[src/rtl/lsu_stbuf_queue.sv]
// rtl/lsu_stbuf_queue.sv - in-order store-buffer FIFO with DC3 byte forwarding
//
// Holds committed, word-aligned, fully merged stores ahead of the DCCM/PIC
// port controller. The oldest entry is presented on the *_any head outputs
// and retires when the port controller accepts it. The DC3 load path gets
// byte-granular forwarding: for each byte, the youngest matching store wins.
//
// Ports:
//   clk, rst_l                  clock, asynchronous active-low reset
//   stbuf_wr_*                  enqueue request (addr, data, byteen, in_pic)
//   lsu_stbuf_commit_any        port controller accepted the head entry
//   stbuf_reqvld_any            head entry valid
//   stbuf_addr_any/data_any     head address (word aligned) and data
//   stbuf_addr_in_pic_any       head targets PIC
//   stbuf_full_any/empty_any    occupancy flags
//   stbuf_wr_err                one-cycle pulse after a dropped enqueue
//   ld_addr_lo/hi_dc3,
//   ld_in_pic_dc3               DC3 load lookup
//   stbuf_fwddata/fwdbyteen_*   forwarded bytes and their valids, lo/hi word
module lsu_stbuf_queue #(
  parameter int DEPTH      = 4,
  parameter int DEPTH_LOG2 = 2,
  parameter int ADDR_W     = 16
) (
  input  logic              clk,
  input  logic              rst_l,
  input  logic              stbuf_wr_en,
  input  logic [ADDR_W-1:0] stbuf_wr_addr,
  input  logic [31:0]       stbuf_wr_data,
  input  logic [3:0]        stbuf_wr_byteen,
  input  logic              stbuf_wr_in_pic,
  input  logic              lsu_stbuf_commit_any,
  output logic              stbuf_reqvld_any,
  output logic [ADDR_W-1:0] stbuf_addr_any,
  output logic [31:0]       stbuf_data_any,
  output logic              stbuf_addr_in_pic_any,
  output logic              stbuf_full_any,
  output logic              stbuf_empty_any,
  output logic              stbuf_wr_err,
  input  logic [ADDR_W-1:0] ld_addr_lo_dc3,
  input  logic [ADDR_W-1:0] ld_addr_hi_dc3,
  input  logic              ld_in_pic_dc3,
  output logic [31:0]       stbuf_fwddata_lo_dc3,
  output logic [31:0]       stbuf_fwddata_hi_dc3,
  output logic [3:0]        stbuf_fwdbyteen_lo_dc3,
  output logic [3:0]        stbuf_fwdbyteen_hi_dc3
);

  localparam logic [DEPTH_LOG2-1:0] PTR_ONE  = DEPTH_LOG2'(1);
  localparam logic [DEPTH_LOG2:0]   CNT_ONE  = (DEPTH_LOG2+1)'(1);
  localparam logic [DEPTH_LOG2:0]   CNT_FULL = (DEPTH_LOG2+1)'(DEPTH);

  logic [DEPTH_LOG2-1:0] wr_ptr;
  logic [DEPTH_LOG2-1:0] rd_ptr;
  logic [DEPTH_LOG2:0]   count;
  logic [DEPTH-1:0]      valid;
  logic [ADDR_W-1:0]     addr_q   [DEPTH];
  logic [31:0]           data_q   [DEPTH];
  logic [3:0]            byteen_q [DEPTH];
  logic [DEPTH-1:0]      pic_q;
  logic                  wr_err_q;

  logic enq;
  logic deq;
  logic ovf;

  // Byte offsets inside a word never take part in matching or storage.
  logic unused_addr_bits;
  assign unused_addr_bits = ^{stbuf_wr_addr[1:0], ld_addr_lo_dc3[1:0], ld_addr_hi_dc3[1:0]};

  assign stbuf_full_any  = (count == CNT_FULL);
  assign stbuf_empty_any = (count == '0);

  assign stbuf_reqvld_any      = valid[rd_ptr];
  assign stbuf_addr_any        = addr_q[rd_ptr];
  assign stbuf_data_any        = data_q[rd_ptr];
  assign stbuf_addr_in_pic_any = pic_q[rd_ptr];
  assign stbuf_wr_err          = wr_err_q;

  // A full queue still accepts a store when the head retires on the same edge.
  assign deq = lsu_stbuf_commit_any & stbuf_reqvld_any;
  assign enq = stbuf_wr_en & (~stbuf_full_any | deq);
  assign ovf = stbuf_wr_en & stbuf_full_any & ~deq;

  always_ff @(posedge clk or negedge rst_l) begin
    if (!rst_l) begin
      wr_ptr   <= '0;
      rd_ptr   <= '0;
      count    <= '0;
      valid    <= '0;
      pic_q    <= '0;
      wr_err_q <= 1'b0;
      for (int i = 0; i < DEPTH; i++) begin
        addr_q[i]   <= '0;
        data_q[i]   <= '0;
        byteen_q[i] <= '0;
      end
    end else begin
      wr_err_q <= ovf;
      // Clear before set: when full, wr_ptr == rd_ptr and the slot must stay valid.
      if (deq) begin
        valid[rd_ptr] <= 1'b0;
        rd_ptr        <= rd_ptr + PTR_ONE;
      end
      if (enq) begin
        valid[wr_ptr]    <= 1'b1;
        addr_q[wr_ptr]   <= {stbuf_wr_addr[ADDR_W-1:2], 2'b00};
        data_q[wr_ptr]   <= stbuf_wr_data;
        byteen_q[wr_ptr] <= stbuf_wr_byteen;
        pic_q[wr_ptr]    <= stbuf_wr_in_pic;
        wr_ptr           <= wr_ptr + PTR_ONE;
      end
      case ({enq, deq})
        2'b10:   count <= count + CNT_ONE;
        2'b01:   count <= count - CNT_ONE;
        default: count <= count;
      endcase
    end
  end

  // Walk entries oldest to youngest so a later match overwrites an earlier
  // one byte by byte; valid entries are contiguous starting at rd_ptr.
  logic [DEPTH_LOG2-1:0] idx;
  logic                  hit_lo;
  logic                  hit_hi;

  always_comb begin
    stbuf_fwddata_lo_dc3   = '0;
    stbuf_fwddata_hi_dc3   = '0;
    stbuf_fwdbyteen_lo_dc3 = '0;
    stbuf_fwdbyteen_hi_dc3 = '0;
    idx    = '0;
    hit_lo = 1'b0;
    hit_hi = 1'b0;
    for (int k = 0; k < DEPTH; k++) begin
      idx    = rd_ptr + DEPTH_LOG2'(k);
      hit_lo = valid[idx] & (pic_q[idx] == ld_in_pic_dc3) &
               (addr_q[idx][ADDR_W-1:2] == ld_addr_lo_dc3[ADDR_W-1:2]);
      hit_hi = valid[idx] & (pic_q[idx] == ld_in_pic_dc3) &
               (addr_q[idx][ADDR_W-1:2] == ld_addr_hi_dc3[ADDR_W-1:2]);
      for (int b = 0; b < 4; b++) begin
        if (hit_lo && byteen_q[idx][b]) begin
          stbuf_fwdbyteen_lo_dc3[b]     = 1'b1;
          stbuf_fwddata_lo_dc3[8*b +: 8] = data_q[idx][8*b +: 8];
        end
        if (hit_hi && byteen_q[idx][b]) begin
          stbuf_fwdbyteen_hi_dc3[b]     = 1'b1;
          stbuf_fwddata_hi_dc3[8*b +: 8] = data_q[idx][8*b +: 8];
        end
      end
    end
  end

endmodule

[config.mk]
export PLATFORM = sky130hd
export DESIGN_NAME = lsu_stbuf_queue
export DESIGN_NICKNAME = d
export VERILOG_FILES = /design/src/rtl/lsu_stbuf_queue.sv
export SDC_FILE = /design/constraint.sdc
export NUM_CORES = 1
export LEC_CHECK = 0
export ABC_AREA = 1
export CORE_MARGIN = 1.5
export CORE_UTILIZATION = 45
export CTS_CLUSTER_DIAMETER = 60
export DETAILED_ROUTE_END_ITERATION = 7
export GPL_ROUTABILITY_DRIVEN = 0
export PLACE_DENSITY = 0.7
export SLEW_MARGIN = 20
export SYNTH_ARGS = -nofsm -noshare
export SYNTH_HDL_FRONTEND = slang
export SYNTH_SLANG_ARGS = --single-unit
[constraint.sdc]
create_clock -name clk -period 5.5 [get_ports clk]
set_input_delay 1.1 -clock clk [delete_from_list [all_inputs] [get_ports clk]]
set_output_delay 1.1 -clock clk [all_outputs]
set_load 0.01 [all_outputs]
### Yosys cells after proc, flatten, opt, wreduce, memory -nomap -nowiden

Cells that the tools add are included.

| storage, ports and cells | value |
|---|---|
| register bits | 224 |
| bits of input ports | 90 |
| logic and storage cells | 249 |

| operators by class | value |
|---|---|
| add/subtract/negate cells | 6 |
| magnitude comparators | 13 |
| equal/unequal tests | 15 |
| muxes and demuxes | 133 |
| bitwise logic cells | 27 |
| reduce and logical (&&, ||, !) cells | 37 |

Operators with widths:

| cell | number |
|---|---|
| 32-bit two-way mux | 9 |
| 32-bit binary-select mux with 2-bit select | 4 |
| 8-bit two-way mux | 32 |
| 16-bit two-way mux | 9 |
| 16-bit binary-select mux with 2-bit select | 4 |
| 128-bit bitwise mux | 1 |
| 14-bit == test | 8 |
| 64-bit bitwise mux | 1 |
| 32-bit demux with 2-bit select | 1 |
| 4-bit two-way mux | 11 |
| 1-bit two-way mux | 42 |
| 1-bit logical AND | 35 |
| 4-bit binary-select mux with 2-bit select | 4 |
| 16-bit demux with 2-bit select | 1 |
| 1-bit AND | 16 |
| 1-bit binary-select mux with 2-bit select | 8 |
| 16-bit bitwise mux | 1 |
| 3-bit greater-or-equal comparator (second input constant) | 5 |
| 2-bit by 3-bit less-than comparator with 1-bit output (second input constant) | 5 |
| 2-bit NOT with 3-bit output | 5 |
| 4-bit demux with 2-bit select | 1 |
| 3-bit case mux with 2 select lines | 1 |
| 2-bit by 1-bit adder with 2-bit output (second input constant) | 2 |
| 2-bit adder (second input constant) | 2 |
| other kinds (17) | 23 |

### Logic depth before layout (Yosys ltp)

Gate-level depths: netlist of run 1.

| logic depth | value |
|---|---|
| depth in word-level cells | 11 |
| gate-level depth with buffers | 22 |
| depth with buffers taken out | 16 |

### Least setup slack after synthesis of run 1

Ideal clock, no wire load.

| timing | value |
|---|---|
| path type | register to output |
| from | register rd_ptr[1] |
| to | output stbuf_fwddata_lo_dc3[14] |
| data arrival time | 3347 ps |
| data required time | 4400 ps |
| path slack | 1053 ps |
| cell stages (with the launch flop) | 22 |
| path buffers | 6 |
| path through | dfrtp_1 -> buf_2 -> inv_2 -> buf_2 -> buf_1 -> clkbuf_1 -> ha_1 -> inv_2 -> buf_2 -> nand3_1 -> nand2_1 -> nand2_1 -> a21oi_1 -> nand2_1 -> nor2_8 -> nand3_4 -> buf_6 -> nor2_1 -> nor2_1 -> nand2_1 -> nand2_1 -> nand2_1 |

| between the ends | value |
|---|---|
| word-level cells in the longest chain between the ends | 11 |

Ends and longest elaborated chain:

| item | RTL line | text |
|---|---|---|
| start, declared | 54 | `logic [DEPTH_LOG2-1:0] rd_ptr;` |
| start signal, assigned | 103 | `rd_ptr <= rd_ptr + PTR_ONE;` |
| 2-bit by 1-bit adder with 2-bit output or 2-bit NOT with 3-bit output (tied branches) | -- |  |
| 2-bit NOT with 3-bit output (implied by the code) or 16-bit binary-select mux with 2-bit select (tied branches) | 138, 142, 144 |  |
| 16-bit binary-select mux with 2-bit select or 16-bit two-way mux (tied branches) | 138 | `(addr_q[idx][ADDR_W-1:2] == ld_addr_lo_dc3[ADDR_W-1:2]);` |
| 16-bit two-way mux (implied by the code) | 138 |  |
| 16-bit two-way mux (implied by the code) or 14-bit == test (tied branches) | 138 |  |
| 14-bit == test or 1-bit AND (tied branches) | 138, 137 |  |
| 1-bit AND or 1-bit logical AND (tied branches) | 137, 142 |  |
| 1-bit logical AND or 8-bit two-way mux (tied branches) | 142 | `if (hit_lo && byteen_q[idx][b]) begin` |
| 8-bit two-way mux (2 in a row) | 142 |  |
| 8-bit two-way mux (*) | 142 |  |
| end, declared | 43 | `output logic [31:0] stbuf_fwddata_lo_dc3,` |

Mark *: on every way between the ends. The rest lies on a longest branch, timed or not. The select of a mux whose other input is x is not followed.

### Worst setup path after layout of run 1

| timing | value |
|---|---|
| from | register rd_ptr[1] |
| to | output stbuf_fwddata_hi_dc3[2] |

| between the ends | value |
|---|---|
| word-level cells in the longest chain between the ends | 11 |

Ends and longest elaborated chain:

| item | RTL line | text |
|---|---|---|
| 2-bit by 1-bit adder with 2-bit output or 2-bit NOT with 3-bit output (tied branches) | -- |  |
| 2-bit NOT with 3-bit output (implied by the code) or 16-bit binary-select mux with 2-bit select (tied branches) | 140, 146, 148 |  |
| 16-bit binary-select mux with 2-bit select or 16-bit two-way mux (tied branches) | 140 | `(addr_q[idx][ADDR_W-1:2] == ld_addr_hi_dc3[ADDR_W-1:2]);` |
| 16-bit two-way mux (implied by the code) | 140 |  |
| 16-bit two-way mux (implied by the code) or 14-bit == test (tied branches) | 140 |  |
| 14-bit == test or 1-bit AND (tied branches) | 140, 139 |  |
| 1-bit AND or 1-bit logical AND (tied branches) | 139, 146 |  |
| 1-bit logical AND or 8-bit two-way mux (tied branches) | 146 | `if (hit_hi && byteen_q[idx][b]) begin` |
| 8-bit two-way mux (2 in a row) | 146 |  |
| 8-bit two-way mux (*) | 146 |  |
| end, declared | 44 | `output logic [31:0] stbuf_fwddata_hi_dc3,` |

Marked as above.

==> results of run 1 <==
==> power breakdown <==
| group | switching, W | internal [W] |
|---|---|---|
| combinational | 0.00561 | 0.00292 |
| sequential | 0.000572 | 0.00234 |
| clock | 0.000774 | 0.00112 |
==> critical path, stage by stage (launching register included) <==
cell	delay, ps
sky130_fd_sc_hd__dfrtp_2	420
sky130_fd_sc_hd__inv_4	60
sky130_fd_sc_hd__buf_8	410
sky130_fd_sc_hd__mux2i_1	440
sky130_fd_sc_hd__nand2_1	90
sky130_fd_sc_hd__nor2_1	260
sky130_fd_sc_hd__nand2_1	130
sky130_fd_sc_hd__nor2_2	240
sky130_fd_sc_hd__buf_4	410
sky130_fd_sc_hd__nand4_1	140
sky130_fd_sc_hd__nand2_1	80
sky130_fd_sc_hd__nand2_1	60
sky130_fd_sc_hd__a21oi_1	260
sky130_fd_sc_hd__clkdlybuf4s50_1	600
==> area by class of cell <==
cell class / instances / area [sq um]
Fill cell: 3730 / 17800
Antenna cell: 1 / 2.50
Timing Repair Buffer: 234 / 2360
Clock buffer: 37 / 786
Inverter: 238 / 901
Clock inverter: 17 / 175
Tap cell: 518 / 648
Multi-Input combinational cell: 2169 / 10700
Sequential cell: 216 / 5410
==> what timing repair did <==
action | in CTS | in global routing
gates resized for setup | 4 | 10
gates cloned | 0 | 1
setup buffers | 0 | 2
endpoints found under the setup margin | 9 | 66
pin swaps | 0 | 1
==> cell usage after synthesis <==
cell type | count | area, sq um
sky130_fd_sc_hd__dfrtp_1 | 216 | 5410
sky130_fd_sc_hd__buf_8 | 1 | 15.0
sky130_fd_sc_hd__inv_2 | 16 | 60.1
sky130_fd_sc_hd__nor3_1 | 2 | 10.0
sky130_fd_sc_hd__nand3_1 | 215 | 1080
sky130_fd_sc_hd__buf_2 | 55 | 275
sky130_fd_sc_hd__a21oi_1 | 68 | 340
sky130_fd_sc_hd__fa_1 | 1 | 20.0
sky130_fd_sc_hd__o21ai_2 | 1 | 8.76
sky130_fd_sc_hd__xor2_1 | 33 | 289
sky130_fd_sc_hd__o21ai_0 | 337 | 1690
sky130_fd_sc_hd__nand3_2 | 22 | 220
sky130_fd_sc_hd__nand2_1 | 962 | 3610
sky130_fd_sc_hd__nand2_4 | 1 | 11.3
sky130_fd_sc_hd__o21a_1 | 3 | 22.5
sky130_fd_sc_hd__inv_1 | 222 | 833
sky130_fd_sc_hd__nor2_4 | 16 | 180
sky130_fd_sc_hd__nand3_4 | 8 | 140
sky130_fd_sc_hd__or2_2 | 4 | 25.0
sky130_fd_sc_hd__o2111ai_1 | 4 | 35.0
sky130_fd_sc_hd__nor2_2 | 7 | 43.8
sky130_fd_sc_hd__conb_1 | 1 | 3.75
sky130_fd_sc_hd__buf_1 | 9 | 33.8
sky130_fd_sc_hd__nand4_1 | 27 | 169
sky130_fd_sc_hd__nor2_1 | 255 | 957
sky130_fd_sc_hd__buf_4 | 25 | 188
sky130_fd_sc_hd__clkbuf_1 | 38 | 143
sky130_fd_sc_hd__nand2_2 | 10 | 62.6
sky130_fd_sc_hd__nor2_8 | 2 | 40.0
sky130_fd_sc_hd__buf_6 | 18 | 203
sky130_fd_sc_hd__mux2i_1 | 138 | 1380
sky130_fd_sc_hd__a21oi_2 | 1 | 8.76
sky130_fd_sc_hd__o21ai_1 | 40 | 200
sky130_fd_sc_hd__xnor2_1 | 1 | 8.76
sky130_fd_sc_hd__ha_1 | 9 | 113
==> state kept, by name, summed over array words and instances (netlist names) <==
| name | cells |
|---|---|
| wr_ptr | 2 |
| data_q | 128 |
| byteen_q | 16 |
| pic_q | 4 |
| addr_q | 56 |
| count | 3 |
| rd_ptr | 2 |
| valid | 4 |
| stbuf_wr_err | 1 |
==> logic make-up (layout without fill, tap and decap cells) <==
logic type                 count (synthesis)  after routing  share of synthesized area [%]
and+or+nand+nor                         1531           1531                           36.7
AOI/OAI and AO/OA                        454            454                           12.9
buffers and inverters                    384            526                           9.82
DFF                                      216            216                           30.3
muxes                                    138            138                           7.75
xor gates and xnor gates                  34             34                           1.67
adders and majority gates                 10             10                          0.744
other                                      1              3                         0.0210
==> stage by stage <==
stage / instances / total power (W) / setup WS [ps] / hold WS [ps]
CTS: 3426 / 0.0132 / 14.9 / 483
finish: 3430 / 0.0133 / 213 / 487
global placement: 3372 / 0.0110 / 430 / 463
detailed placement: 3372 / 0.0112 / 412 / 466
floorplan: 2769 / 0.00896 / 1050 / 450
global route: 3429 / 0.0146 / 3.33 / 523
==> path summary, 6_finish.rpt <==
path | start | depth (start not counted) | end
min in group asynchronous | rst_l | 1 | addr_q[14]$_DFFE_PN0P_
worst max-delay path | rd_ptr[1]$_DFFE_PN0N_ | 13 | stbuf_fwddata_hi_dc3[2]
worst max register to register | rd_ptr[0]$_DFFE_PN0N_ | 10 | data_q[122]$_DFFE_PN0P_
worst min-delay path | valid[3]$_DFF_PN0_ | 2 | valid[3]$_DFF_PN0_
max in group asynchronous | rst_l | 2 | data_q[105]$_DFFE_PN0P_
worst min register to register | valid[3]$_DFF_PN0_ | 2 | valid[3]$_DFF_PN0_
==> per-layer routing <==
metal | up-vias | routed length, um
li1 | 9162 | -
met1 | 8702 | 24600
met2 | 758 | 26000
met3 | 148 | 4440
met4 | 0 | 2120
met5 | - | 0
==> metrics.md, run 1 <==
| Metric | Value |
|---|---|
| Result of the run | finished, final reports clean |
| Share of the clock period used by the worst path | between 90% and 100% |
| Final hold violation count | 0 |
| Vias/cell | between 5 and 6 |
| Clock tree skew after final layout | 28.6 ps |
| Pin slew with the least headroom to its limit | 925 ps |
| Total of flip-flops plus latches after synthesis | 216 |
| Vias in the first global route | ~18,000 |
| Most frequent standard cell in the layout excluding fill and tap cells | sky130_fd_sc_hd__nand2_1 |
| Initial antenna violation count | 1 |
| Hold buffer count at cts | 0 |
| Worst setup path class | flip-flop to output port |
| Starting density of the core | 45.9% |
| Height of the die | just over 200 um |
| Count of antenna-violating nets left after detailed routing | 0 |
| Clock buffer count from CTS | 29 |
| Total leakage power | 10.8 nW |
| Initial DRT Pass Iterations | 8 |
| Clock tree from TritonCTS | yes |
| Data arrival time at the worst-slack endpoint | 4190 ps |
| Worst vdd ir | around 0.44 mV |
| Overflow after GRT | 0 |
| Max Fanout on Critical Path | 76 |
| Number of clock sinks | 216 |
| Area growth syn-to-layout | 17.8% |
| Port bufs | a little over 200 |
| Routed length per instance | between 15 and 20 um |
| Longest Clk Path Bufs | 3 |
| Detailed Route Iter0 Violations | 1,536 |
| Maximum number of pins on one net before global-route repair | 140 |
| Commonest cells after routing, fill and taps aside | sky130_fd_sc_hd__nand2_1, sky130_fd_sc_hd__o21ai_0, sky130_fd_sc_hd__nor2_1 |
| Half-perimeter wire length after placement | about 39,000 um |
| CP startpoint kind | flip-flop |
| Total core area | ~0.039 sq mm |
| Number of placement rows | slightly above 70 |
| Fmax achieved | between 150 and 200 MHz |
| Met3 track demand over resource in global routing | under 10% |
| Number of unique standard cell types used by synthesis | 35 |
| Post-detailed-route DRC marker count | 0 |
| CTS H-Tree Depth | 1 |
| Warnings, synthesis | 0 |
| Root buf cell | sky130_fd_sc_hd__clkbuf_16 |
| Min Clock Period, post-route | 5290 ps |
| Peak-usage layer in the global routing report | met2 |
| Total count of max-transition violations in the final report | 0 |
| Classification of the worst-slack hold path | flip-flop to flip-flop |
| Max-slew headroom | approximately two fifths |
| Post-detailed-placement cell area | about 0.020 sq mm |
| Die W | about 200 um |
| Die outline area | 0.0408 sq mm |
| Finished layout cell area | between 0.02 and 0.025 sq mm |
| First-pass GRT wire length | 91,500 um |
| Number of placed I/O pins | approximately 220 |
| Post-synthesis area per instance | 6.44 sq um |
| Unrepaired setup endpoints after global routing | no |
| Mapped Cells | ~2,800 |
| Share of final-layout standard cells stronger than drive strength 1 | 6.01% |
| Crit end category | output port |
| Mapped cell area | roughly 0.018 sq mm |
| Met2 demand-to-capacity share in global routing | between 40% and 50% |
| Via total after detailed routing | between 15,000 and 20,000 |
| Final cell utilization of the core | between 50% and 60% |
| Number of setup violations in the final report | 0 |
| Source-to-sink clock delay at the later pin of the worst-skew pair | slightly below 600 ps |
| GR Layer Usage met1 | between 30% and 40% |
| Fraction of the yosys area taken by sequential cells | between 30% and 40% |
| Layout Nets | 2,988 |
| Setup TNS after final layout | 0 ps |
| Clock transition time at the flip-flop clock pins of the worst setup and hold paths | roughly 60 ps |
| Power per standard cell area | roughly 630 mW/mm^2 |
| Total track usage | 27.7% |
| Aggregate routed wire length | between 50,000 and 60,000 um |
| Flop2flop setup slack | approximately 2100 ps |
| Critical path data required time | around 4400 ps |
| Max-cap viol count | 0 |
(Power assumes the default switching activity.)
==> run 2: changes to the inputs <==
Settings changed: CORE_MARGIN 1.5 to 2, CORE_UTILIZATION 45 to 40, PLACE_DENSITY 0.7 to 0.63, REMOVE_ABC_BUFFERS set to 1.
==> metrics.md, run 2 (same netlist as run 1, synthesis figures left out) <==
| Metric | Value |
|---|---|
| Met2 WL | 26,800 um (+3.1%) |
| Number of clock sinks | 216 (unchanged) |
| Number of setup violations in the final report | 0 (unchanged) |
| Worst vdd ir | 0.486 mV (+10%) |
| Layout Nets | 2,994 (+0.20%) |
| Inserted Diodes | 0 (-1) |
| Max-slew headroom | 34.8% (-3.6 points) |
| Instance count after placement with tap cells included | 3,449 (+2.3%) |
| CP startpoint kind | flip-flop |
| Classification of the worst-slack hold path | flip-flop to flip-flop |
| Total leakage power | 10.9 nW (+0.76%) |
| Post-detailed-route DRC marker count | 0 (unchanged) |
| Longest Clk Path Bufs | 3 (unchanged) |
| Routed length per instance | 16.7 um (+0.16%) |
| CTS H-Tree Depth | 1 (unchanged) |
| First-pass GRT wire length | 92,500 um (+1.2%) |
| Detailed Route Iter0 Violations | 1,698 (+11%) |
| Clock transition time at the flip-flop clock pins of the worst setup and hold paths | 60 ps (about the same) |
| Height of the die | 215 um (+6.5%) |
| Total track usage | 24.7% (-3.0 points) |
| Max Fanout on Critical Path | 39 (-49%) |
| Half-perimeter wire length after placement | 39,900 um (+1.0%) |
| Number of placement rows | 77 (+6.9%) |
| Source-to-sink clock delay at the later pin of the worst-skew pair | 580 ps (about the same) |
| Commonest cells after routing, fill and taps aside | sky130_fd_sc_hd__nand2_1, sky130_fd_sc_hd__o21ai_0, sky130_fd_sc_hd__nor2_1 |
| Count of antenna-violating nets left after detailed routing | 0 (unchanged) |
| Total core area | 0.0441 sq mm (+14%) |
| Initial antenna violation count | 0 (-1) |
| Max FFs per register | 128 (unchanged) |
| Worst Slack Setup Final | 153 ps (-59.5 ps) |
| Result of the run | finished, final reports clean |
| Metal1 wirelength | 25,700 um (+4.7%) |
| Number of placed I/O pins | 215 (unchanged) |
| Fmax achieved | 187 MHz (-1.1%) |
| Total count of max-transition violations in the final report | 0 (unchanged) |
| Starting density of the core | 40.4% (-5.5 points) |
| Power per standard cell area | 638 mW/mm^2 (+0.50%) |
| Uppermost routed layer | met4 |
| Clock buffer count from CTS | 30 (+3.4%) |
| Data arrival time at the worst-slack endpoint | 4250 ps (+60 ps) |
| Overflow after GRT | 0 (unchanged) |
| Max-cap viol count | 0 (unchanged) |
| Vias/cell | 5.30 (-3.2%) |
| Clock tree from TritonCTS | yes |
| Die outline area | 0.0463 sq mm (+13%) |
| Registers with the highest flip-flop counts | data_q: 128 flops, addr_q: 56 flops, byteen_q: 16 flops |
| Worst setup path class | flip-flop to output port |
| Die W | 215 um (+6.5%) |
| Aggregate routed wire length | 58,500 um (+2.4%) |
| Post-Place Setup Slack | 305 ps (-107 ps) |
| Critical path data required time | 4400 ps (about the same) |
| Share of the clock period used by the worst path | 97.2% (+1.1 points) |
| Initial DRT Pass Iterations | 5 (-3) |
| Root buf cell | sky130_fd_sc_hd__clkbuf_16 |
| Sum of met3 wire segment lengths after detailed routing | 3930 um (-11%) |
| Crit end category | output port |
| Via total after detailed routing | 18,600 (-0.95%) |
| Min Clock Period, post-route | 5350 ps (+59.5 ps) |
| Maximum number of pins on one net before global-route repair | 129 (-7.9%) |
| Final hold violation count | 0 (unchanged) |
| Most frequent standard cell in the layout excluding fill and tap cells | sky130_fd_sc_hd__nand2_1 |
| Vias in the first global route | 17,400 (-1.3%) |
| Register with the most flip-flops | data_q |
| Post-layout instance count excluding filler cells | 3,508 (+2.3%) |
| Port bufs | 206 (unchanged) |
| Share of final-layout standard cells stronger than drive strength 1 | 6.31% (+0.30 points) |
| Pin slew with the least headroom to its limit | 979 ps (+53.6 ps) |
| Clock tree skew after final layout | 14.5 ps (-14.1 ps) |
| Area growth syn-to-layout | 19.4% |
==> run 2: changes by cell type in the layout (fill, tap and decap cells not counted), sizes merged <==
| cell | delta |
|---|---|
| inv | +1 |
| diode | -1 |
| buf | +5 |
| clkbuf | -1 |
| clkinv | -1 |
| bufbuf | +1 |
==> run 2: layout make-up <==
| type | count | area [sq um] |
|---|---|---|
| Timing Repair Buffer | 239 | 2450 |
| Multi-Input combinational cell | 2169 | 10700 |
| Tap cell | 592 | 741 |
| Inverter | 238 | 911 |
| Fill cell | 4483 | 22900 |
| Clock buffer | 37 | 828 |
| Clock inverter | 17 | 198 |
| Sequential cell | 216 | 5410 |
==> run 2: power breakdown <==
part,switching [W],internal (W),leakage [nW]
Clock,0.000808,0.00118,0.500
Combinational,0.00565,0.00302,7.73
Sequential,0.000568,0.00234,2.70
Total,0.00703,0.00653,10.9
==> run 2: metrics by stage <==
| stage | setup TNS [ps] | power (W) | hold WS, ps | instance area (sq um) | util (%) |
|---|---|---|---|---|---|
| final | 0 | 0.0136 | 487 | 21300 | 48.2 |
| after detailed placement | 0 | 0.0113 | 475 | 20100 | 45.5 |
| after global placement | 0 | 0.0111 | 465 | 20100 | 45.5 |
| after CTS | 0 | 0.0135 | 492 | 21200 | 48.0 |
| after floorplan | -1429060 | 0.00896 | 450 | 17000 | - |
| after global routing | -0.0129 | 0.0148 | 525 | 21300 | 48.2 |
==> run 2: worst max-delay path, stage by stage (launching register included) <==
cell and delay [ps]:
sky130_fd_sc_hd__dfrtp_4 490, sky130_fd_sc_hd__inv_2 90, sky130_fd_sc_hd__ha_4 380, sky130_fd_sc_hd__buf_12 270, sky130_fd_sc_hd__nand3_1 140, sky130_fd_sc_hd__nand2_1 90
sky130_fd_sc_hd__nand2_1 50, sky130_fd_sc_hd__a21oi_1 320, sky130_fd_sc_hd__nand2_1 90, sky130_fd_sc_hd__nor2_1 130, sky130_fd_sc_hd__nand2_2 230, sky130_fd_sc_hd__nor2_1 200
sky130_fd_sc_hd__buf_4 210, sky130_fd_sc_hd__inv_1 170, sky130_fd_sc_hd__o2111ai_1 200, sky130_fd_sc_hd__clkdlybuf4s50_1 610
==> run 2: path summary, 6_finish.rpt <==
| path | start | cells past startpoint | slack [ps] | to |
|---|---|---|---|---|
| max | rd_ptr[0]$_DFFE_PN0N_ | 15 | 150 | stbuf_fwdbyteen_hi_dc3[1] |
| min | valid[1]$_DFF_PN0_ | 2 | 490 | valid[1]$_DFF_PN0_ |
| max reg2reg | rd_ptr[1]$_DFFE_PN0N_ | 10 | 2200 | data_q[70]$_DFFE_PN0P_ |
| min reg2reg | valid[1]$_DFF_PN0_ | 2 | 490 | valid[1]$_DFF_PN0_ |
| max in group asynchronous | rst_l | 2 | 3670 | data_q[120]$_DFFE_PN0P_ |
| min in group asynchronous | rst_l | 1 | 570 | count[0]$_DFFE_PN0P_ |
==> run 2: metal layers <==
layer | vias to the layer above | GRT usage [%]
met2 | 657 | 40.9
met5 | - | 0
met4 | 0 | 9.54
met3 | 118 | 3.06
li1 | 9166 | -
met1 | 8651 | 32.8
==> run 2: what timing repair did <==
item                                    CTS  global route
gates cloned                              1             1
setup buffers                             1             2
endpoints found under the setup margin   68            67
hold buffers                              0             0
gates resized for setup                   7            10
pin swaps                                 1             3
==> run 3: changes to the inputs <==
Settings changed: CTS_CLUSTER_SIZE set to 12.
==> metrics.md, run 3 (same netlist as run 1, synthesis figures left out) <==
| Metric | Value |
|---|---|
| Result of the run | finished, final reports clean |
| Finished layout cell area | 0.0212 sq mm (-0.45%) |
| Hold Path Cell Cnt | 2 (unchanged) |
| Share of the clock period used by the worst path | 97.4% (+0.19 points) |
| Port bufs | 206 (unchanged) |
| Post-Place Setup Slack | 305 ps (unchanged) |
| Initial antenna violation count | 0 (unchanged) |
| Crit end category | output port |
| Total leakage power | 10.9 nW (-0.36%) |
| Vias/cell | 5.30 (about the same) |
| Number of placed I/O pins | 215 (unchanged) |
| Die outline area | 0.0463 sq mm (unchanged) |
| Max-slew headroom | 34.9% (+0.14 points) |
| Hold Crit Endpoint | valid[1]$_DFF_PN0_ |
| Die W | 215 um (unchanged) |
| Data arrival time at the worst-slack endpoint | 4260 ps (about the same) |
| Inserted Diodes | 0 (unchanged) |
| Commonest cells after routing, fill and taps aside | sky130_fd_sc_hd__nand2_1, sky130_fd_sc_hd__o21ai_0, sky130_fd_sc_hd__nor2_1 |
| Critical R2R Launch | rd_ptr[0]$_DFFE_PN0N_ |
| Longest Clk Path Bufs | 3 (unchanged) |
| FF-to-FF path depth | 10 (unchanged) |
| CP startpoint kind | flip-flop |
| Number of clock sinks | 216 (unchanged) |
| Power per standard cell area | 635 mW/mm^2 (-0.41%) |
| Root buf cell | sky130_fd_sc_hd__clkbuf_16 |
| Final cell utilization of the core | 48.0% (-0.22 points) |
| Max FFs per register | 128 (unchanged) |
| Starting density of the core | 40.4% (unchanged) |
| Detailed Route Iter0 Violations | 1,708 (+0.59%) |
| Height of the die | 215 um (unchanged) |
| Flop2flop setup slack | 2190 ps (about the same) |
| Clock transition time at the flip-flop clock pins of the worst setup and hold paths | 60 ps (about the same) |
| Register with the most flip-flops | data_q |
| Critical path data required time | 4400 ps (about the same) |
| Final Power | 0.0134 W (-0.86%) |
| Maximum number of pins on one net before global-route repair | 129 (unchanged) |
| Clock buffer count from CTS | 29 (-3.3%) |
| Half-perimeter wire length after placement | 39,900 um (unchanged) |
| Pin slew with the least headroom to its limit | 976 ps (-2.13 ps) |
| Worst setup path class | flip-flop to output port |
| Final hold violation count | 0 (unchanged) |
| Layout Nets | 2,994 (unchanged) |
| Via total after detailed routing | 18,600 (-0.048%) |
| Number of setup violations in the final report | 0 (unchanged) |
| Max Fanout on Critical Path | 39 (unchanged) |
| CTS H-Tree Depth | 1 (unchanged) |
| Routed length per instance | 16.7 um (+0.30%) |
| Filler cell count | 4,496 (+0.29%) |
| Total track usage | 24.7% (about the same) |
| Post-detailed-placement cell area | 0.0201 sq mm (unchanged) |
| Aggregate routed wire length | 58,600 um (+0.16%) |
| Clock tree skew after final layout | 14.7 ps (+0.223 ps) |
| First-pass GRT wire length | 92,600 um (about the same) |
| Total core area | 0.0441 sq mm (unchanged) |
| Post-detailed-route DRC marker count | 0 (unchanged) |
| Share of final-layout standard cells stronger than drive strength 1 | 6.11% (-0.20 points) |
| Area growth syn-to-layout | 18.8% |
| Overflow after GRT | 0 (unchanged) |
| Min Clock Period, post-route | 5360 ps (+10.6 ps) |
| Clock tree from TritonCTS | yes |
| Worst Slack Setup Final | 143 ps (-10.6 ps) |
| RR Endpoint | data_q[70]$_DFFE_PN0P_ |
| Source-to-sink clock delay at the later pin of the worst-skew pair | 570 ps (about the same) |
| Total count of max-transition violations in the final report | 0 (unchanged) |
| Number of placement rows | 77 (unchanged) |
| Fmax achieved | 187 MHz (-0.20%) |
| Vias in the first global route | 17,400 (-0.097%) |
| Max-cap viol count | 0 (unchanged) |
| Initial DRT Pass Iterations | 5 (unchanged) |
| Post-layout instance count excluding filler cells | 3,503 (-0.14%) |
| Worst vdd ir | 0.491 mV (+1.1%) |
| Registers with the highest flip-flop counts | data_q: 128 flops, addr_q: 56 flops, byteen_q: 16 flops |
| Classification of the worst-slack hold path | flip-flop to flip-flop |
| Most frequent standard cell in the layout excluding fill and tap cells | sky130_fd_sc_hd__nand2_1 |
| Start point of the worst min-delay path | valid[1]$_DFF_PN0_ |
| Count of antenna-violating nets left after detailed routing | 0 (unchanged) |
| Instance count after placement with tap cells included | 3,449 (unchanged) |
run 3: cell types whose count changed in the layout (fill, tap and decap cells not counted), moves of 2 or more:
cell                        delta
sky130_fd_sc_hd__inv_8         +3
sky130_fd_sc_hd__clkbuf_16     -2
sky130_fd_sc_hd__clkinv_8      -2
sky130_fd_sc_hd__clkbuf_8      -2
sky130_fd_sc_hd__inv_6         -2
run 3: stage by stage:
step	TNS (ps)	hold WS (ps)
final	0	487
after CTS	0	492
after floorplan	-1429060	450
after detailed placement	0	475
after global placement	0	465
after global routing	-1.17	524
run 3: critical path: stages (launching register included):
cell	delay, ps
sky130_fd_sc_hd__dfrtp_4	490
sky130_fd_sc_hd__inv_2	90
sky130_fd_sc_hd__ha_4	380
sky130_fd_sc_hd__buf_12	270
sky130_fd_sc_hd__nand3_1	140
sky130_fd_sc_hd__nand2_1	90
sky130_fd_sc_hd__nand2_1	50
sky130_fd_sc_hd__a21oi_1	310
sky130_fd_sc_hd__nand2_1	90
sky130_fd_sc_hd__nor2_1	130
sky130_fd_sc_hd__nand2_2	230
sky130_fd_sc_hd__nor2_1	220
sky130_fd_sc_hd__buf_4	210
sky130_fd_sc_hd__inv_1	170
sky130_fd_sc_hd__o2111ai_1	200
sky130_fd_sc_hd__clkdlybuf4s50_1	610
run 3: where the power goes:
part | internal [W] | total [W] | switching (W)
sequential | 0.00234 | 0.00291 | 0.000569
combinational | 0.00301 | 0.00868 | 0.00566
clock | 0.00109 | 0.00186 | 0.000778
total | 0.00644 | 0.0134 | 0.00701
run 3: final cells by class:
cell class / count / area, sq um / share of cell area, %
clock inverters: 15 / 174 / 0.821
clock buffers: 33 / 751 / 3.55
multi-input cells: 2169 / 10700 / 50.7
repair buffers: 240 / 2460 / 11.6
well taps: 592 / 741 / 3.50
flip-flops and latches: 216 / 5410 / 25.6
inverters: 238 / 911 / 4.30
run 3: timing repair:
| action | 4_1_cts | 5_1_grt |
|---|---|---|
| resized for setup | 7 | 9 |
| cloned | 1 | 1 |
| endpoints found under the setup margin | 68 | 67 |
| hold buffers | 0 | 0 |
| pin swaps | 1 | 3 |
| setup buffers | 1 | 3 |
run 3: how the worst max path moves through the flow:
stage,start,cells after the start,to
5_1_grt,rd_ptr[0]$_DFFE_PN0N_,15,stbuf_fwddata_hi_dc3[6]
3_5_place_dp,ld_addr_hi_dc3[5],13,stbuf_fwddata_hi_dc3[29]
6_report,rd_ptr[0]$_DFFE_PN0N_,15,stbuf_fwdbyteen_hi_dc3[1]
3_3_place_gp,ld_addr_hi_dc3[5],13,stbuf_fwddata_hi_dc3[1]
4_1_cts,rd_ptr[1]$_DFFE_PN0N_,17,stbuf_fwddata_lo_dc3[13]
2_1_floorplan,rd_ptr[0]$_DFFE_PN0N_,14,stbuf_fwddata_hi_dc3[10]
run 3: metal layers:
metal / vias up / global-route usage (%) / wire length (um)
met1: 8638 / 32.9 / 25800
met5: - / 0 / 0
met3: 130 / 2.94 / 3900
met2: 658 / 40.9 / 26600
li1: 9157 / - / -
met4: 0 / 9.70 / 2270
